## config.mk

```make
export PLATFORM = sky130hd
export DESIGN_NAME = person_presence_detector
export DESIGN_NICKNAME = d
export VERILOG_FILES = /design/src/rtl/presence_pkg.sv /design/src/rtl/beam_debouncer.sv /design/src/rtl/person_presence_detector.sv
export SDC_FILE = /design/constraint.sdc
export NUM_CORES = 1
export LEC_CHECK = 0
export BUFFER_PORTS_ARGS = -buffer_cell sky130_fd_sc_hd__clkbuf_2
export CELL_PAD_IN_SITES_DETAIL_PLACEMENT = 0
export CELL_PAD_IN_SITES_GLOBAL_PLACEMENT = 2
export CORE_UTILIZATION = 43
export DETAILED_ROUTE_END_ITERATION = 10
export PLACE_DENSITY_LB_ADDON = 0.1
export SYNTH_ARGS = -nofsm -noshare
export SYNTH_HDL_FRONTEND = slang
export SYNTH_HIERARCHICAL = 1
export SYNTH_SLANG_ARGS = --single-unit
```

## constraint.sdc

```tcl
create_clock -name clk -period 6.1 [get_ports clk]
set_clock_uncertainty 0.05 [all_clocks]
set_input_delay 0.305 -clock clk [delete_from_list [all_inputs] [get_ports clk]]
set_output_delay 0.305 -clock clk [all_outputs]
set_load 0.05 [all_outputs]
```

## src/rtl/presence_pkg.sv

```systemverilog
// Shared encodings and helpers for the doorway presence detector.
package presence_pkg;

   localparam logic [2:0] ST_IDLE  = 3'd0;
   localparam logic [2:0] ST_ENT1  = 3'd1;
   localparam logic [2:0] ST_ENT2  = 3'd2;
   localparam logic [2:0] ST_ENT3  = 3'd3;
   localparam logic [2:0] ST_EXT1  = 3'd4;
   localparam logic [2:0] ST_EXT2  = 3'd5;
   localparam logic [2:0] ST_EXT3  = 3'd6;
   localparam logic [2:0] ST_ABORT = 3'd7;

   function automatic int unsigned ms_to_cyc(input int unsigned clk_hz, input int unsigned ms);
      return clk_hz / 1000 * ms;
   endfunction

endpackage

```

## src/rtl/beam_debouncer.sv

```systemverilog
// Two-flop synchronizer followed by a restart-on-mismatch debounce counter.
module beam_debouncer
   import presence_pkg::*;
#(
   parameter int unsigned DB_CYC = 500_000
) (
   input  logic clk,
   input  logic rst_a_n,
   input  logic raw_i,
   output logic level_o
);

   localparam int unsigned DB_LAST = (DB_CYC > 0) ? DB_CYC - 1 : 0;
   localparam int unsigned CW      = (DB_CYC > 1) ? $clog2(DB_CYC) : 1;

   logic          r_sync1;
   logic          r_sync2;
   logic          r_level;
   logic [CW-1:0] r_cnt;

   // r_cnt holds how many consecutive mismatch cycles have already elapsed
   always_ff @(posedge clk or negedge rst_a_n) begin
      if (!rst_a_n) begin
         r_sync1 <= 1'b0;
         r_sync2 <= 1'b0;
         r_level <= 1'b0;
         r_cnt   <= '0;
      end else begin
         r_sync1 <= raw_i;
         r_sync2 <= r_sync1;
         if (r_sync2 == r_level) begin
            r_cnt <= '0;
         end else if (r_cnt == CW'(DB_LAST)) begin
            r_level <= r_sync2;
            r_cnt   <= '0;
         end else begin
            r_cnt <= r_cnt + CW'(1);
         end
      end
   end

   assign level_o = r_level;

endmodule

```

## src/rtl/person_presence_detector.sv

```systemverilog
// Beam-order decoder with saturating occupancy count driving person_in.
// Optional sequence timeout enabled by defining PRESENCE_TIMEOUT_EN.
module person_presence_detector
   import presence_pkg::*;
#(
   parameter int unsigned CLK_HZ      = 50_000_000,
   parameter int unsigned DEBOUNCE_MS = 10,
   parameter int unsigned TIMEOUT_MS  = 2000,
   parameter int unsigned CNT_W       = 4
) (
   input  logic             clk,
   input  logic             rst_a_n,
   input  logic             beam_out_i,
   input  logic             beam_in_i,
   input  logic             clr,
   output logic             person_in,
   output logic [CNT_W-1:0] occupancy,
   output logic             entry_pulse,
   output logic             exit_pulse,
   output logic             err_pulse
);

   localparam int unsigned      DB_CYC  = ms_to_cyc(CLK_HZ, DEBOUNCE_MS);
   localparam logic [CNT_W-1:0] OCC_MAX = '1;

   logic             w_o;
   logic             w_i;
   logic [2:0]       r_state;
   logic [2:0]       w_next;
   logic             w_cnt_in;
   logic             w_cnt_out;
   logic             w_err_seq;
   logic             w_sat_err;
   logic             w_timeout;
   logic             w_in_seq;
   logic [CNT_W-1:0] w_occ_nxt;
   logic [CNT_W-1:0] r_occ;
   logic             r_person;
   logic             r_entry;
   logic             r_exit;
   logic             r_err;

   beam_debouncer #(.DB_CYC(DB_CYC)) u_db_out (
      .clk     (clk),
      .rst_a_n (rst_a_n),
      .raw_i   (beam_out_i),
      .level_o (w_o)
   );

   beam_debouncer #(.DB_CYC(DB_CYC)) u_db_in (
      .clk     (clk),
      .rst_a_n (rst_a_n),
      .raw_i   (beam_in_i),
      .level_o (w_i)
   );

   assign w_in_seq = (r_state != ST_IDLE) && (r_state != ST_ABORT);

`ifdef PRESENCE_TIMEOUT_EN
   localparam int unsigned TO_CYC  = ms_to_cyc(CLK_HZ, TIMEOUT_MS);
   localparam int unsigned TO_LAST = (TO_CYC > 0) ? TO_CYC - 1 : 0;
   localparam int unsigned TO_W    = (TO_CYC > 1) ? $clog2(TO_CYC) : 1;

   logic [TO_W-1:0] r_to_cnt;

   always_ff @(posedge clk or negedge rst_a_n) begin
      if (!rst_a_n) begin
         r_to_cnt <= '0;
      end else if (w_next != r_state) begin
         r_to_cnt <= '0;
      end else if (r_to_cnt != TO_W'(TO_LAST)) begin
         r_to_cnt <= r_to_cnt + TO_W'(1);
      end
   end

   assign w_timeout = w_in_seq && (r_to_cnt == TO_W'(TO_LAST));
`else
   logic w_unused_timeout_ms;
   assign w_unused_timeout_ms = ^TIMEOUT_MS;
   assign w_timeout           = 1'b0;
`endif

   always_comb begin
      w_next    = r_state;
      w_cnt_in  = 1'b0;
      w_cnt_out = 1'b0;
      w_err_seq = 1'b0;
      case (r_state)
         ST_IDLE: begin
            if (w_o && w_i) begin
               w_next    = ST_ABORT;
               w_err_seq = 1'b1;
            end else if (w_o) begin
               w_next = ST_ENT1;
            end else if (w_i) begin
               w_next = ST_EXT1;
            end
         end
         ST_ENT1: if (w_i) w_next = ST_ENT2; else if (!w_o) w_next = ST_IDLE;
         ST_ENT2: begin
            if (!w_o && !w_i)  w_next = ST_IDLE;
            else if (!w_o)     w_next = ST_ENT3;
            else if (!w_i)     w_next = ST_ENT1;
         end
         ST_ENT3: begin
            if (!w_i) begin
               w_next   = ST_IDLE;
               w_cnt_in = 1'b1;
            end else if (w_o) begin
               w_next = ST_ENT2;
            end
         end
         ST_EXT1: if (w_o) w_next = ST_EXT2; else if (!w_i) w_next = ST_IDLE;
         ST_EXT2: begin
            if (!w_o && !w_i)  w_next = ST_IDLE;
            else if (!w_i)     w_next = ST_EXT3;
            else if (!w_o)     w_next = ST_EXT1;
         end
         ST_EXT3: begin
            if (!w_o) begin
               w_next    = ST_IDLE;
               w_cnt_out = 1'b1;
            end else if (w_i) begin
               w_next = ST_EXT2;
            end
         end
         ST_ABORT: if (!w_o && !w_i) w_next = ST_IDLE;
         default:  w_next = ST_IDLE;
      endcase
      // A real beam transition in the same cycle takes precedence over expiry
      if (w_timeout && (w_next == r_state)) begin
         w_next    = ST_ABORT;
         w_err_seq = 1'b1;
      end
   end

   always_comb begin
      w_occ_nxt = r_occ;
      w_sat_err = 1'b0;
      if (clr) begin
         w_occ_nxt = '0;
      end else if (w_cnt_in) begin
         if (r_occ == OCC_MAX) w_sat_err = 1'b1;
         else                  w_occ_nxt = r_occ + CNT_W'(1);
      end else if (w_cnt_out) begin
         if (r_occ == '0) w_sat_err = 1'b1;
         else             w_occ_nxt = r_occ - CNT_W'(1);
      end
   end

   always_ff @(posedge clk or negedge rst_a_n) begin
      if (!rst_a_n) begin
         r_state  <= ST_IDLE;
         r_occ    <= '0;
         r_person <= 1'b0;
         r_entry  <= 1'b0;
         r_exit   <= 1'b0;
         r_err    <= 1'b0;
      end else begin
         r_state  <= w_next;
         r_occ    <= w_occ_nxt;
         r_person <= (w_occ_nxt != '0);
         r_entry  <= w_cnt_in;
         r_exit   <= w_cnt_out;
         r_err    <= w_err_seq | w_sat_err;
      end
   end

   assign occupancy   = r_occ;
   assign person_in   = r_person;
   assign entry_pulse = r_entry;
   assign exit_pulse  = r_exit;
   assign err_pulse   = r_err;

endmodule

```

Yosys cells after proc, flatten, opt, wreduce, memory -nomap -nowiden
Cells that the tools add are included.
- register bits after elaboration: 55
- word-level logic and storage cells: 90
- output and inout bits: 8
- bits of input ports: 5
- reduce and logical (&&, ||, !) cells: 10
- bitwise operators: 3
- $add $sub $neg: 4
- equal/unequal tests: 20
- muxes and demuxes: 39
- operators with widths (cell ; count):
    $mux 19 ; 4
    $mux 3 ; 18
    $add 19x1->19 const B ; 2
    $eq 19x19->1 const B ; 2
    $pmux 3 s8 ; 1
    $mux 4 ; 5
    $eq 3x3->1 const B ; 4
    $mux 1 ; 11
    $ne 4x4->1 const B ; 2
    $reduce_and 8->1 ; 1
    $eq 3x2->1 const B ; 2
    $ne 3x2->1 const B ; 2
    $ne 3x3->1 const B ; 2
    $add 4x1->4 const B ; 1
    $eq 4x4->1 const B ; 1
    $logic_not 4->1 ; 1
    $ne 4x2->1 const B ; 1
    $reduce_and 2->1 ; 2
    $reduce_bool 4->1 ; 1
    $sub 4x1->4 const B ; 1
    $eq 3x1->1 const B ; 1
    $logic_not 3->1 ; 1
    $eq 1x1->1 ; 2
    $logic_and 1x1->1 ; 2
    4 further kinds ; 6

Logic depth before layout (Yosys ltp)
- depth in word-level cells: 6
- gate-level depth with buffers: 7
- gate-level depth less buffers: 7

Cells and area by module
The synthesis kept the hierarchy.
- by module, submodules not included (module ; seq. area each (sq um) ; area each (sq um) ; times used ; cells each):
    beam_debouncer at u_db_out ; 550.5 ; 1079.8 ; 1 ; 105
    beam_debouncer at u_db_in ; 550.5 ; 1073.5 ; 1 ; 105
    person_presence_detector ; 275.3 ; 644.4 ; 1 ; 67

Worst setup path after synthesis
OpenSTA, ideal clock, no wires.
- path type: reg-to-reg
- start: reg r_occ[0] (netlist: occupancy[0])
- end: reg r_person (netlist: person_in)
- data arrival time: 2022 ps
- buffers on the path: 0
- required time: 5921 ps
- clock period less this slack: 2201 ps
- setup slack: 3899 ps
- stages on the path, launching flop included: 8
- setup time: 129 ps
- cells stage by stage: dfrtp_1 > inv_1 > ha_1 > or3b_1 > a21oi_2 > a21oi_2 > xnor2_1 > a2111o_1
- cells in the longest elaborated chain, start to end: 6
- elaborated cells between the ends (all ways): 10
- classes of those cells: 2 x add/sub; 1 x eq/ne; 5 x mux; 2 x reduce/logical
- ends and longest elaborated chain (element ; RTL line ; source):
    from (decl) ; person_presence_detector.sv:37 ; logic [CNT_W-1:0] r_occ;
    from (signal assigned) ; person_presence_detector.sv:161 ; r_occ <= w_occ_nxt;
    $sub 4x1->4 / $logic_not 4->1 (equally long branches) ; person_presence_detector.sv:147, person_presence_detector.sv:146 ;
    $mux 4 ; person_presence_detector.sv:146 ; if (r_occ == '0) w_sat_err = 1'b1;
    $mux 4 ; person_presence_detector.sv:145 ; end else if (w_cnt_out) begin
    $mux 4 (*) ; person_presence_detector.sv:142 ; end else if (w_cnt_in) begin
    $mux 4 (*) ; person_presence_detector.sv:140 ; if (clr) begin
    $reduce_bool 4->1 (*) ; person_presence_detector.sv:162 ; r_person <= (w_occ_nxt != '0);
    to (signal assigned) ; person_presence_detector.sv:162 ;
    to (decl) ; person_presence_detector.sv:38 ; logic r_person;
Mark *: on every way between the ends. The rest lies on a longest branch, timed or not.
A chain may end at the register's enable or synchronous reset.

Worst setup path after layout
- start: reg u_db_in.r_cnt[0]
- end: reg u_db_in.r_cnt[12]
- cells in the longest elaborated chain, start to end: 3
- elaborated cells between the ends (all ways): 4
- classes of those cells: 1 x add/sub; 1 x eq/ne; 2 x mux
- ends and longest elaborated chain (element ; RTL line ; source):
    from (decl) ; beam_debouncer.sv:19 ; logic [CW-1:0] r_cnt;
    from (signal assigned) ; beam_debouncer.sv:37 ; r_cnt <= r_cnt + CW'(1);
    $add 19x1->19 / $eq 19x19->1 (equally long branches) ; beam_debouncer.sv:37, beam_debouncer.sv:33 ;
    $mux 19 (*) ; beam_debouncer.sv:33 ; end else if (r_cnt == CW'(DB_LAST)) begin
    $mux 19 (*) ; beam_debouncer.sv:31 ; if (r_sync2 == r_level) begin
Marked as above.

==> flow_metrics.env <==
export IMPL_nNetsFinal=299
export IMPL_cts_made_buffers=5
export IMPL_path_class="flop to flop"
export IMPL_ff2ff_setup_slack_ns=3.84
export IMPL_power_leakage_nw=1.26
export IMPL_fin_crit_sh_pct=37.1
export IMPL_rsz0062_at_grt="no"
export IMPL_ctsResizeCount=0
export IMPL_tightestPinTransition_ns=1.02
export IMPL_dieArea_sq_um=6830
export IMPL_m1WireLength_mm=2.78
export IMPL_cp_max_fo=18
export IMPL_vias=1984
export IMPL_hold_buffers=0
export IMPL_holdCritPathClass="input port to flop"
export IMPL_path_cells="ha_1 > nand3_1 > o41ai_4 > nor2_1"
export IMPL_crit_slowest_cell="o41ai_4"
export IMPL_setup_viol=0
export IMPL_h_tree_depth=2
export IMPL_met2WireLength_mm=2.29
export IMPL_cp_start_kind="flop"
export IMPL_synth_edff_count=0
export IMPL_min_delay_start="beam_out_i"
export IMPL_min_path_cells=1
export IMPL_io_buffers=12
export IMPL_first_pass_iters=4
export IMPL_cts_setup_buffers=0
export IMPL_drv_slew=0
export IMPL_dp_hpwl_mm=3.54
export IMPL_ys_ff_latch=55
export IMPL_path_clk_slew_ns=0.10
export IMPL_cts_tree="built"
export IMPL_grt_pass1_vias=1916
export IMPL_dpl_cell_area_sq_um=2930
export IMPL_root_buffer="clkbuf_8"
export IMPL_clock_sinks=55
export IMPL_worst_setup_path_end_kind="flop"
export IMPL_fp_coreArea_sq_um=6310
export IMPL_start_util_pct=44.3
export IMPL_antenna_found_initial=0
export IMPL_syn_to_final_growth_pct=8.45
export IMPL_insertion_delay_ns=0.30
export IMPL_topRoutingLayerUsed="met4"
export IMPL_ys_seq_area_share_pct=49.2
export IMPL_cap_violations=0
export IMPL_vdd_drop_max_mv=0.111
export IMPL_worstPathArrival_ns=2.36
export IMPL_drc_errors=0
export IMPL_die_w_um=82.7
export IMPL_r2r_start="u_db_in/r_cnt[0]$_DFF_PN0_"
export IMPL_clockBufferDepth=2
export IMPL_syn_area_per_cell_sq_um=10.1
export IMPL_max_slew_margin_pct=31.8
export IMPL_grt_max_degree=56
export IMPL_core_rowCount=29
export IMPL_ant_nets=0
export IMPL_layout_setup_ws_ns=3.84
export IMPL_first_iter_violations=80
export IMPL_gp_congestion=0.797
export IMPL_status="completed"
export IMPL_ys_flop_type="dfrtp_1"
export IMPL_reg2regPathDepth=4
export IMPL_syn_inst=277
export IMPL_yosys_warnings=6
export IMPL_final_cell_mix="dfrtp_1, nor2_1, xnor2_1"
export IMPL_dieHeight_um=82.7
export IMPL_grt_remaining_overflow=0
export IMPL_vias_per_cell=5.41
export IMPL_grt_usage_pct=17.5
export IMPL_required_ns=6.19
export IMPL_fin_crit_ns=2.26
export IMPL_antennaDiodeCount=0
export IMPL_timing_rr_end="u_db_in/r_cnt[12]$_DFF_PN0_"
export IMPL_finalInstanceArea_sq_um=3030
export IMPL_wire_per_inst_um=14.3
export IMPL_report_final_hold_viol_count=0
export IMPL_synth_cell_types=51
export IMPL_grt_first_pass_wirelength_mm=9.01
export IMPL_clock_fmax_ghz=0.442
export IMPL_io_pin_count=13
export IMPL_final_common_cell="dfrtp_1"
export IMPL_synth_fp_nets=286
export IMPL_wl_met3_um=121
export IMPL_final_layout_size_suffix_gt1_share_pct=13.4
export IMPL_syn_area_sq_um=2800
export IMPL_power_density_nw_per_um2=208
export IMPL_holdPathEnd="u_db_out/r_sync1$_DFF_PN0_"
export IMPL_fin_tns_setup_ns=0
export IMPL_wl_mm=5.25
export IMPL_preCtsSetupSlack_ns=3.81
export IMPL_synthArstFlopShare_pct=100
export IMPL_cp_slowest_stage_delay_ns=1.00
-- worst max-delay path by stage --
| stage | endpoint | cells after the start | from | slack (ns) |
|---|---|---|---|---|
| floorplan | person_in$_DFF_PN0_ | 7 | occupancy[0]$_DFF_PN0_ | 3.90 |
| global placement | u_db_out/r_cnt[15]$_DFF_PN0_ | 4 | u_db_out/r_cnt[9]$_DFF_PN0_ | 3.86 |
| detailed placement | u_db_in/r_cnt[12]$_DFF_PN0_ | 4 | u_db_in/r_cnt[0]$_DFF_PN0_ | 3.81 |
| CTS | u_db_in/r_cnt[12]$_DFF_PN0_ | 4 | u_db_in/r_cnt[0]$_DFF_PN0_ | 3.79 |
| global route | u_db_in/r_cnt[9]$_DFF_PN0_ | 4 | u_db_in/r_cnt[0]$_DFF_PN0_ | 3.64 |
| finish | u_db_in/r_cnt[12]$_DFF_PN0_ | 4 | u_db_in/r_cnt[0]$_DFF_PN0_ | 3.84 |
-- critical path, delay by kind of cell, from the launching register on --
kind	cells	cell delay, ns
compound gates	1	1.00
simple gates	2	0.42
flops	1	0.41
fa+ha+maj	1	0.22
-- Yosys cell counts (4+ instances only) --
cell type	count	share of area, %
nand3_1	16	2.9
nor4_1	11	2.5
xnor2_1	22	6.9
nor2_1	37	5.0
dfrtp_1	55	49
nor3_1	9	1.6
xor2_1	8	2.5
o21ai_0	6	1.1
nand2_1	14	1.9
nand4_1	10	2.2
or3_1	6	1.3
inv_1	12	1.6
ha_1	4	1.8
a21oi_1	11	2.0
-- report_power, final --
part           switching, mW  internal [mW]
clock                  0.117          0.120
sequential           0.00474          0.369
combinational         0.0154        0.00627
total                  0.137          0.495
-- logic make-up after synthesis --
logic type	Yosys count	share of synthesized area (%)
adders and majority gates	5	2.15
muxes	3	1.16
buffers and inverters	23	3.53
xor gates and xnor gates	30	9.39
and+or+nand+nor	125	24.7
AOI/OAI and AO/OA	36	9.84
DFF	55	49.2
-- per-stage QoR --
stage / power (mW) / utilization [%] / instances / hold slack, ns
floorplan: 0.391 / - / 277 / -0.0406
global placement: 0.404 / 46.4 / 360 / 0.284
detailed placement: 0.404 / 46.4 / 360 / 0.288
CTS: 0.645 / 48.1 / 367 / 0.0388
global route: 0.663 / 48.1 / 367 / 0.0293
finish: 0.632 / 48.1 / 367 / 0.0490
-- state kept, by name, indices dropped and copies added (netlist names), 3 cells and up --
signal	cells
r_state	3
u_db_in/r_cnt	19
occupancy	4
u_db_out/r_cnt	19
-- layout make-up --
| class | count | area, sq um |
|---|---|---|
| fill | 620 | 3280 |
| sequential | 55 | 1380 |
| multi-input combinational | 199 | 1320 |
| tap | 77 | 96.3 |
| clock buffer | 5 | 68.8 |
| timing repair buffer | 13 | 67.6 |
| inverter | 16 | 65.1 |
| clock inverter | 2 | 37.5 |
-- metal layers --
layer	vias up	GRT usage [%]
li1	1002	-
met1	958	25.1
met2	19	26.8
met3	5	3.63
met4	0	4.66
met5	-	0
Power figures use the tool's default switching activity.
